**config.mk**
```make
export PLATFORM = sky130hd
export DESIGN_NAME = tay_addsub_round_buf
export DESIGN_NICKNAME = d
export VERILOG_FILES = /design/src/rtl/tay_addsub_round_buf.sv
export SDC_FILE = /design/constraint.sdc
export NUM_CORES = 1
export LEC_CHECK = 0
export CAP_MARGIN = 30
export CORE_UTILIZATION = 43
export CTS_CLUSTER_SIZE = 12
export DETAILED_ROUTE_END_ITERATION = 10
export PLACE_DENSITY = 0.74
export SKIP_CTS_REPAIR_TIMING = 1
export SLEW_MARGIN = 0
export SYNTH_ARGS = -nofsm -noshare
export SYNTH_HDL_FRONTEND = slang
export SYNTH_SLANG_ARGS = --single-unit
```
**constraint.sdc**
```tcl
create_clock -name clk -period 3.2 [get_ports clk]
set_clock_uncertainty 0.05 [all_clocks]
set_input_delay 0.64 -clock clk [delete_from_list [all_inputs] [get_ports clk]]
set_output_delay 0.64 -clock clk [all_outputs]
set_load 0.03 [all_outputs]
```
**src/rtl/tay_addsub_round_buf.sv**
```systemverilog
// Round-to-nearest-even stage for the Taylor add/sub result, followed by a small
// output FIFO with a credit signal (accept_o) for the non-stallable upstream.
module tay_addsub_round_buf #(
    parameter int E_DW      = 8,
    parameter int F_DW      = 7,
    parameter int DEPTH     = 4,
    parameter int LOOKAHEAD = 3
) (
    input  logic                   clk,
    input  logic                   rst,
    input  logic                   valid_i,
    input  logic                   s_i,
    input  logic [E_DW-1:0]        e_i,
    input  logic [F_DW+4:0]        f_i,
    input  logic                   isOverflow_i,
    input  logic                   isUnderflow_i,
    input  logic                   isToRound_i,
    output logic                   accept_o,
    output logic                   out_valid_o,
    input  logic                   out_ready_i,
    output logic [E_DW+F_DW:0]     res_o,
    output logic [2:0]             flags_o,
    output logic                   drop_err_o
);
    localparam int W  = 1 + E_DW + F_DW;
    localparam int EW = W + 3;
    localparam int AW = $clog2(DEPTH);
    localparam int CW = AW + 1;

    // Handshake: an entry leaves the FIFO on a rising clk edge where
    // out_valid_o & out_ready_i; res_o/flags_o hold steady while stalled.

    logic              stage_valid_q, stage_valid_d;
    logic [W-1:0]      stage_word_q, stage_word_d;
    logic [2:0]        stage_flags_q, stage_flags_d;
    logic [EW-1:0]     mem_q [DEPTH];
    logic [AW-1:0]     wr_ptr_q, wr_ptr_d, rd_ptr_q, rd_ptr_d;
    logic [CW-1:0]     count_q, count_d;
    logic              drop_err_q, drop_err_d;

    logic                 lsb, g, st, inc, ovf, inexact;
    logic [E_DW+F_DW-1:0] sum;
    logic [W-1:0]         word;
    logic                 unused_f_top;

    // The top extended-fraction bit is never set by the add/sub normaliser.
    assign unused_f_top = f_i[F_DW+4];

    always_comb begin
        lsb     = f_i[3];
        g       = f_i[2];
        st      = f_i[1] | f_i[0];
        inc     = g & (st | lsb);
        sum     = {e_i, f_i[F_DW+2:3]} + (E_DW+F_DW)'(inc);
        word    = {s_i, e_i, f_i[F_DW+2:3]};
        ovf     = isOverflow_i;
        inexact = 1'b0;
        if (isToRound_i) begin
            inexact = g | st;
            // Fraction carry ripples into the exponent through the concatenation.
            if ((sum[E_DW+F_DW-1:F_DW] == {E_DW{1'b1}}) || isOverflow_i) begin
                word = {s_i, {E_DW{1'b1}}, {F_DW{1'b0}}};
                ovf  = 1'b1;
            end else begin
                word = {s_i, sum};
                ovf  = 1'b0;
            end
        end
        stage_valid_d = valid_i;
        stage_word_d  = stage_word_q;
        stage_flags_d = stage_flags_q;
        if (valid_i) begin
            stage_word_d  = word;
            stage_flags_d = {ovf, isUnderflow_i, inexact};
        end
    end

    logic full, push, pop, wr_en, drop;
    logic [31:0] used;

    always_comb begin
        out_valid_o = (count_q != '0);
        full        = (count_q == CW'(DEPTH));
        push        = stage_valid_q;
        pop         = out_valid_o & out_ready_i;
        wr_en       = push & (~full | pop);
        drop        = push & full & ~pop;
        count_d     = count_q + CW'(wr_en) - CW'(pop);
        wr_ptr_d    = wr_ptr_q + AW'(wr_en);
        rd_ptr_d    = rd_ptr_q + AW'(pop);
        drop_err_d  = drop_err_q | drop;
        // free = DEPTH - count - stage_valid, rearranged to stay non-negative.
        used        = 32'(count_q) + 32'(stage_valid_q);
        accept_o    = (used + 32'(LOOKAHEAD)) <= 32'(DEPTH);
        res_o       = mem_q[rd_ptr_q][EW-1:3];
        flags_o     = mem_q[rd_ptr_q][2:0];
        drop_err_o  = drop_err_q;
    end

    always_ff @(posedge clk) begin
        if (rst) begin
            stage_valid_q <= 1'b0;
            wr_ptr_q      <= '0;
            rd_ptr_q      <= '0;
            count_q       <= '0;
            drop_err_q    <= 1'b0;
        end else begin
            stage_valid_q <= stage_valid_d;
            wr_ptr_q      <= wr_ptr_d;
            rd_ptr_q      <= rd_ptr_d;
            count_q       <= count_d;
            drop_err_q    <= drop_err_d;
        end
    end

    // Datapath registers and storage carry no reset; validity lives in the counters.
    always_ff @(posedge clk) begin
        stage_word_q  <= stage_word_d;
        stage_flags_q <= stage_flags_d;
        if (wr_en) begin
            mem_q[wr_ptr_q] <= {stage_word_q, stage_flags_q};
        end
    end

endmodule

```
# ---- After elaboration in Yosys (flattened, before gate mapping)
# Memory sizes are Yosys's and may differ from the RTL's. A register that Yosys moved wholly into a read port is not among the register bits.
# Index checks and enable logic that the tools add are counted.
# W data, S select, Z words.
dict set report word_totals {
  reg_bits 28
  ramBits 76
  inputBits 28
  output_inout_bits 22
  wordCells 40
  n_memories 1
}
dict set report classes {
  n_addsub 7
  n_lt_le_gt_ge 1
  n_eq_ne 2
  n_mux 7
  n_bitwise 12
  n_reduce_logical 2
}
# memory depth width read_ports rd_ports_with_merged_regs write_ports line
set memory_table {}
lappend memory_table {mem_q 4 19 1 1 1 36} ;# logic [EW-1:0] mem_q [DEPTH];
# operator count
set ops {}
lappend ops {{$mux W15} 2}
lappend ops {{$add A15 B1 Y15} 1}
lappend ops {{$eq A8 B8 Y1 const B} 1}
lappend ops {{$add A4 B2 Y5 const B} 1}
lappend ops {{$and A1 B1 Y1} 5}
lappend ops {{$le A5 B3 Y1 const B} 1}
lappend ops {{$or A1 B1 Y1} 5}
lappend ops {{$add A2 B1 Y2} 2}
lappend ops {{$add A3 B1 Y4} 1}
lappend ops {{$mux W1} 4}
lappend ops {{$add A3 B1 Y3} 1}
lappend ops {{$eq A3 B3 Y1 const B} 1}
lappend ops {{$reduce_bool A3 Y1} 1}
lappend ops {{$sub A3 B1 Y3} 1}
lappend ops {{$mux W2} 1}
lappend ops {{$not A1 Y1} 2}
lappend ops {{$logic_or A1 B1 Y1} 1}

# ---- Logic depth before layout (Yosys ltp)
# Gate-level depths: netlist of run 1.
dict set report logic_depth {
  depth_word 8
  mapped_depth 9
  mapped_depth_nobuf 9
}

# ---- Worst setup path before layout of run 1
# No wires, ideal clock.
dict set report synth_path {
  kind {input to register}
  from {input f_i[3]}
  to {register stage_word_q[4], data pin}
  setup_time_ps 261
  t_arrival_ps 2479
  t_required_ps 2889
  path_slack_ps 410
  cell_stages 8
  path_buffers 0
  cell_sequence {and2_1 > ha_1 > and4_4 > nand2_4 > or4_4 > a211oi_4 > nor4_1 > a311o_1}
}
dict set report synth_via {
  elab_chain_len 7
}
# item line
set synth_rtl {}
lappend synth_rtl {{start: declaration} 14} ;# input logic [F_DW+4:0] f_i,
lappend synth_rtl {{$or A1 B1 Y1} 53} ;# inc = g & (st | lsb);
lappend synth_rtl {{$and A1 B1 Y1} 53}
lappend synth_rtl {{$add A15 B1 Y15 *} 54} ;# sum = {e_i, f_i[F_DW+2:3]} + (E_DW+F_DW)'(inc);
lappend synth_rtl {{$eq A8 B8 Y1} 61} ;# if ((sum[E_DW+F_DW-1:F_DW] == {E_DW{1'b1}}) || isOverflow_i) begin
lappend synth_rtl {{$logic_or A1 B1 Y1} 61}
lappend synth_rtl {{$mux W15 *} 61}
lappend synth_rtl {{$mux W15 *} 58} ;# if (isToRound_i) begin
lappend synth_rtl {{via word[4]} 43} ;# logic [W-1:0] word;
lappend synth_rtl {{end signal: assignment} 118} ;# stage_word_q <= stage_word_d;
lappend synth_rtl {{end: declaration} 34} ;# logic [W-1:0] stage_word_q, stage_word_d;
# The timed path passes the listed nets; every way through them passes the cells marked *.
# A chain may end at the register's enable or synchronous reset.

# ---- Worst setup path after layout of run 1
dict set report layout_path {
  from {register count_q[0]}
  to {output accept_o}
}
dict set report layout_via {
  elab_chain_len 3
}
# item line
set layout_rtl {}
lappend layout_rtl {{start: declaration} 38} ;# logic [CW-1:0] count_q, count_d;
lappend layout_rtl {{start signal: assignment} 111} ;# count_q <= count_d;
lappend layout_rtl {{$add A3 B1 Y4} 93} ;# used = 32'(count_q) + 32'(stage_valid_q);
lappend layout_rtl {{$add A4 B2 Y5} 94} ;# accept_o = (used + 32'(LOOKAHEAD)) <= 32'(DEPTH);
lappend layout_rtl {{$le A5 B3 Y1} 94}
lappend layout_rtl {{end: declaration} 18} ;# output logic accept_o,
# No other way between the ends.

==> reports/metrics.csv, run 1 <==
metric;value;unit
status;complete, no violations;
dieHeight;103;um
synth-async-reset-ratio;0;%
layout-drive-gt1-share;19.9;%
p_leak;0.00185;uW
cp_cell_sequence;inv_1 -> ha_1 -> ha_1 -> xnor2_1 -> a221oi_1 -> clkdlybuf4s50_1;
clk-insertion-delay-late;360;ps
vias;2518;
fillerInstances;812;
fin_cells;480;
wire_per_inst;15.6;um
syn_nets;303;
dpl.hpwl;5300;um
synth_edf_count;95;
r2r_cells;9;
port-buffer-count;47;
grt_max_degree;21;
crit_buf_inv;2;
whs;432;ps
n_antenna_cell;0;
maxCapViolCount;0;
dieArea;0.0106;mm^2
startpoint_type;flip-flop;
fin_crit_sh;93.5;%
max_slew.worst_pin.slew;942;ps
p_per_area;652;mW/mm^2
drt_iter0_drc;145;
endpoint_kind;primary output;
dr_wl_met3;284;um
core;0.00982;mm^2
tritoncts.num_buffers;9;
setup_viol;0;
synth_ff_type;edfxtp_1;
crit_arrival;2300;ps
r2r_end;count_q[2];
synth_cell_types;45;
fmax;334;MHz
fp-row-count;36;
path_clk_slew;90;ps
antenna_found_initial;0;
synth_area;0.00436;mm^2
placed_cells;464;
worstHoldPathCells;2;
first_pass_iters;4;
holdCritPathClass;flip-flop to flip-flop;
crit_slowest_cell;clkdlybuf4s50_1;
hold_start;drop_err_o;
slowest_delay;710;ps
cp_top_family;buffers and inverters;
slew_headroom;36.9;%
synth_seq_cells;104;
r2r-start;count_q[1];
io_pins;50;
netlist_instances;265;
final_util;55.1;%
routed_wl;7500;um
m1WireLength;3240;um
required;2510;ps
slew_violations;0;
highest_layer;met4;
r2r_slack;980;ps
via_per_inst;5.25;
irDropWorstVdd;294;uV
grt-ovfl-total;0;
synth-seq-area-share;69.5;%
cts_buffer_depth;2;
cts_tree;built;
grt.total_usage;15.1;%
nets;380;
p_total;3530;uW
grt_setup_unrepaired;no;
min_period;2990;ps
grt_pass1_vias;2444;
start_util;44.4;%
root_buffer;clkbuf_8;
critPathMaxFanout;4;
critPathKind;flip-flop to primary output;
cp_common_cell;ha_1;
clock_sinks;104;
holdPathEnd;drop_err_o;
gp_congestion;0.840;
drcViolationCount;0;
h-tree-depth;3;
grt_pass1_wl;11800;um
area_growth;24.1;%
yosys_warnings;0;
fp.dieW;103;um
dr_wl_met2;3920;um
final-hold-violation-count;0;
detail-route-antenna-nets;0;
syn_avg_cell_area;16.5;um^2
[state kept, by name, indices dropped and copies added (netlist names)]
signal	cells
wr_ptr_q	2
count_q	3
rd_ptr_q	2
push	1
drop_err_o	1
mem_q	76
stage_flags_q	3
stage_word_q	16
[layout by cell type (no fill, tap or decap), types with 2 or more instances in the layout]
master           synthesis  routed
nand2_1                 16      16
clkdlybuf4s50_1          0      47
edfxtp_1                95      95
nor3_1                   5       4
bufinv_16                0       2
and3_1                   3       3
clkinvlp_4               0       2
clkinv_4                 0       2
mux4_2                  19      19
nor4_1                   2       2
nor2_1                  14      14
and4_1                   3       3
a21oi_1                  9       9
buf_4                    0      25
a221o_1                  3       3
o31ai_1                  4       4
a31oi_1                  2       2
a211oi_1                 2       2
xnor2_1                  4       4
a22o_1                   2       2
ha_1                     9       9
nor2b_1                  7       7
clkbuf_8                 0       9
nand4_1                  3       3
inv_1                   10      10
and2_1                   3       3
or3_1                    2       2
dfxtp_1                  9       9
o21ai_0                 10      10
nor2_2                   2       2
nand3_1                  3       3
[how the worst max path moves through the flow]
stage	start	to	cells past startpoint
global route	count_q[0]	accept_o	6
detailed placement	f_i[3]	stage_word_q[2]	10
global placement	f_i[3]	stage_word_q[2]	10
CTS	count_q[0]	accept_o	6
finish	count_q[0]	accept_o	6
floorplan	f_i[3]	stage_word_q[4]	8
[layout make-up]
cell class / instances / area, um^2 / share of cell area [%]
clock buffers: 9 / 124 / 2.29
clock inverters: 7 / 96.3 / 1.78
inverters: 10 / 37.5 / 0.693
multi-input cells: 144 / 1270 / 23.5
flip-flops and latches: 104 / 3030 / 56.0
well taps: 133 / 166 / 3.07
repair buffers: 73 / 686 / 12.7
[worst reg2reg max path: stages, from the launching register on]
cell      delay, ps
dfxtp_1         370
nor4b_1         390
nand2b_1        230
ha_1            250
inv_1            50
ha_1            120
inv_1            50
fa_1            380
xor2_1          160
nor2_1           50
[cells in the mapped netlist (all sizes together), types with 3 or more instances]
cell / number / area share, %
dfxtp: 9 / 4.1
nand3: 3 / 0.34
nor2: 16 / 1.5
and4: 4 / 0.86
inv: 10 / 0.86
o31ai: 4 / 0.69
xnor2: 4 / 0.80
edfxtp: 95 / 65
mux4: 19 / 9.8
nor2b: 7 / 1.0
a211oi: 3 / 0.80
and2: 3 / 0.43
nor3: 5 / 0.57
nand4: 3 / 0.43
a21oi: 9 / 1.0
and3: 4 / 0.60
a221o: 3 / 0.69
o21ai: 10 / 1.1
ha: 9 / 2.6
clkbuf: 5 / 0.43
nand2: 17 / 1.6
[metal layers]
| metal | up-vias | GRT usage (%) |
|---|---|---|
| met2 | 60 | 26.6 |
| met1 | 1246 | 18.8 |
| met4 | 0 | 4.98 |
| met5 | - | 0 |
| met3 | 4 | 3.05 |
| li1 | 1208 | - |
[through the flow]
step                area (um^2)  setup TNS [ps]  setup WS (ps)
detailed placement         5190            -543           -132
global placement           5160            -306          -86.0
floorplan                  4360               0            410
global route               5410               0           75.4
CTS                        5410               0            175
finish                     5410               0            208
[report_power, final]
part           internal [uW]  switching [uW]  total, uW
Combinational            496             531       1030
Sequential              1580            58.7       1640
Clock                    440             421        861
[cell families (layout without fill, tap and decap cells)]
| logic type | after synthesis | in the layout | synth area share (%) |
|---|---|---|---|
| mux | 19 | 19 | 9.81 |
| xor+xnor | 5 | 5 | 1.00 |
| buf+inv | 17 | 99 | 1.49 |
| flops | 104 | 104 | 69.5 |
| simple gates | 70 | 70 | 8.72 |
| fa+ha+maj | 10 | 10 | 3.04 |
| compound gates | 40 | 40 | 6.42 |
No activity file was read; power rests on OpenSTA's default activity.
==> run 2: changes to the inputs <==
--- a/config.mk
+++ b/config.mk
@@ -11,7 +11,7 @@
 export DETAILED_ROUTE_END_ITERATION = 10
 export PLACE_DENSITY = 0.74
 export SKIP_CTS_REPAIR_TIMING = 1
-export SLEW_MARGIN = 0
+export SLEW_MARGIN = 20
 export SYNTH_ARGS = -nofsm -noshare
 export SYNTH_HDL_FRONTEND = slang
 export SYNTH_SLANG_ARGS = --single-unit
==> results of run 2 <==
Final layout, timing and power as in run 1 (identical DEF).
==> run 3: changes to the inputs <==
--- a/config.mk
+++ b/config.mk
@@ -10,6 +10,7 @@
 export CTS_CLUSTER_SIZE = 12
 export DETAILED_ROUTE_END_ITERATION = 10
 export PLACE_DENSITY = 0.74
+export REMOVE_ABC_BUFFERS = 1
 export SKIP_CTS_REPAIR_TIMING = 1
 export SLEW_MARGIN = 20
 export SYNTH_ARGS = -nofsm -noshare
==> run 3 against run 2 <==
Against the previous run:
- register-to-register slack about the same
- first-iteration DRC count down 45%
- global-route usage up 0.38 points
- fmax down 1.1%
- worst setup slack worse by 32 ps
- final cell count down 0.42%
- sequential power about the same
- utilization down 0.25 points
==> reports/metrics.csv, run 3 (synthesis gave the netlist of run 1 again) <==
metric;value;unit;change
status;complete, no violations;;unchanged
routed_wl;7450;um;was 7500 um
regMostFlops;mem_q;;unchanged
p_leak;0.00183;uW;was 0.00185 uW
grt_max_degree;21;;unchanged
endpoint_kind;primary output;;unchanged
maxCapViolCount;0;;unchanged
clock_sinks;104;;unchanged
worst_slack;176;ps;was 208 ps
r2r_cells;9;;unchanged
min_period;3020;ps;was 2990 ps
via_per_inst;5.27;;was 5.25
r2r_slack;970;ps;was 980 ps
tritoncts.num_buffers;9;;unchanged
r2r_end;count_q[2];;unchanged
drt_iter0_drc;80;;was 145
holdCritPathClass;flip-flop to flip-flop;;unchanged
slew_violations;0;;unchanged
fin_tns_setup;0;ps;unchanged
setup_viol;0;;unchanged
dieArea;0.0106;mm^2;unchanged
startpoint_type;flip-flop;;unchanged
critPathMaxFanout;16;;was 4
crit_buf_inv;2;;unchanged
start_util;44.4;%;unchanged
grt_pass1_wl;11900;um;was 11,800 um
n_antenna_cell;0;;unchanged
root_buffer;clkbuf_8;;unchanged
seqCellArea;0.00303;mm^2;unchanged
fp.dieW;103;um;unchanged
mostFrequentLayoutCells;edfxtp_1 (95), clkdlybuf4s50_1 (47), buf_4 (21);;was edfxtp_1 (95), clkdlybuf4s50_1 (47), buf_4 (25)
fin_crit_sh;94.5;%;was 93.5%
first_pass_iters;4;;unchanged
layout-drive-gt1-share;19.4;%;was 19.9%
wire_per_inst;15.6;um;about the same
nets;378;;was 380
path_clk_slew;100;ps;was 90 ps
path_depth;3;;was 6
grt_pass1_vias;2389;;was 2,444
cp_cell_sequence;buf_12 -> mux4_2 -> clkdlybuf4s50_1;;was inv_1 -> ha_1 -> ha_1 -> xnor2_1 -> a221oi_1 -> clkdlybuf4s50_1
fp-row-count;36;;unchanged
critPathLaunch;rd_ptr_q[0];;was count_q[0]
critPathCapture;res_o[4];;was accept_o
gp_congestion;0.788;;was 0.840
max_slew.worst_pin.slew;459;ps;was 942 ps
reg_top3;mem_q x76, stage_word_q x16;;unchanged
required;2510;ps;about the same
grt.total_usage;15.5;%;was 15.1%
antenna_found_initial;0;;unchanged
dieHeight;103;um;unchanged
slowest_delay;610;ps;was 710 ps
dp_slack;-66.0;ps;was -132 ps
port-buffer-count;47;;unchanged
cts_buffer_depth;2;;unchanged
r2r-start;count_q[1];;unchanged
grt_setup_unrepaired;no;;unchanged
area_growth;23.5;%;was 24.1%
whs;429;ps;was 432 ps
crit_arrival;2330;ps;was 2300 ps
dpl.hpwl;5290;um;was 5300 um
fmax;331;MHz;was 334 MHz
final_util;54.9;%;was 55.1%
vias;2517;;was 2,518
cts_tree;built;;unchanged
io_pins;50;;unchanged
fillerInstances;826;;was 812
cp_top_family;buffers and inverters;;unchanged
irDropWorstVdd;373;uV;was 294 uV
layout_commonest_cell;edfxtp_1;;unchanged
crit_slowest_cell;clkdlybuf4s50_1;;unchanged
clk-insertion-delay-late;360;ps;about the same
p_total;3490;uW;was 3530 uW
h-tree-depth;3;;unchanged
slew_headroom;69.3;%;was 36.9%
detail-route-antenna-nets;0;;unchanged
largest_reg_flops;76;;unchanged
p_per_area;648;mW/mm^2;was 652 mW/mm^2
final-hold-violation-count;0;;unchanged
grt-ovfl-total;0;;unchanged
core;0.00982;mm^2;unchanged
multiInputGateArea;0.00127;mm^2;unchanged
critPathKind;flip-flop to primary output;;unchanged
drcViolationCount;0;;unchanged
==> run 3: worst register-to-register path, delay by kind of cell (launching register included) <==
family	cells	cell delay, ps
adder cells (fa/ha/maj)	3	790
buffers and inverters	2	100
XOR/XNOR	1	160
AND/OR/NAND/NOR	3	640
flip-flops	1	380
==> run 3: worst min-delay path by stage <==
stage,from,to,slack [ps],cells past startpoint
floorplan,stage_flags_q[0],mem_q[0][0],410,0
global placement,drop_err_o,drop_err_o,400,2
detailed placement,drop_err_o,drop_err_o,420,2
CTS,drop_err_o,drop_err_o,440,2
global route,drop_err_o,drop_err_o,450,2
finish,drop_err_o,drop_err_o,430,2
==> run 3: cell type report <==
type,instances,share of cell area [%]
well taps,133,3.09
flip-flops and latches,104,56.3
multi-input cells,144,23.6
inverters,10,0.697
repair buffers,71,12.6
clock buffers,9,2.30
clock inverters,7,1.46
==> run 3: where the power goes <==
part	leakage, uW	internal, uW	total [uW]	switching (uW)
sequential	0.000950	1580	1660	77.8
combinational	0.000784	505	1030	520
clock	0.0000998	371	803	432
total	0.00183	2460	3490	1030
==> run 3: layer usage <==
layer | global-route usage (%) | wire [um] | vias to the layer above
met4 | 7.15 | 129 | 0
met2 | 26.6 | 3730 | 68
met1 | 19.9 | 3300 | 1229
met3 | 1.90 | 292 | 12
li1 | - | - | 1208
met5 | 0 | 0 | -
==> run 3: through the flow <==
step                      instances  area, um^2
after floorplan                 258        4340
after global placement          460        5150
after detailed placement        461        5170
after CTS                       477        5370
after global routing            478        5390
final                           478        5390
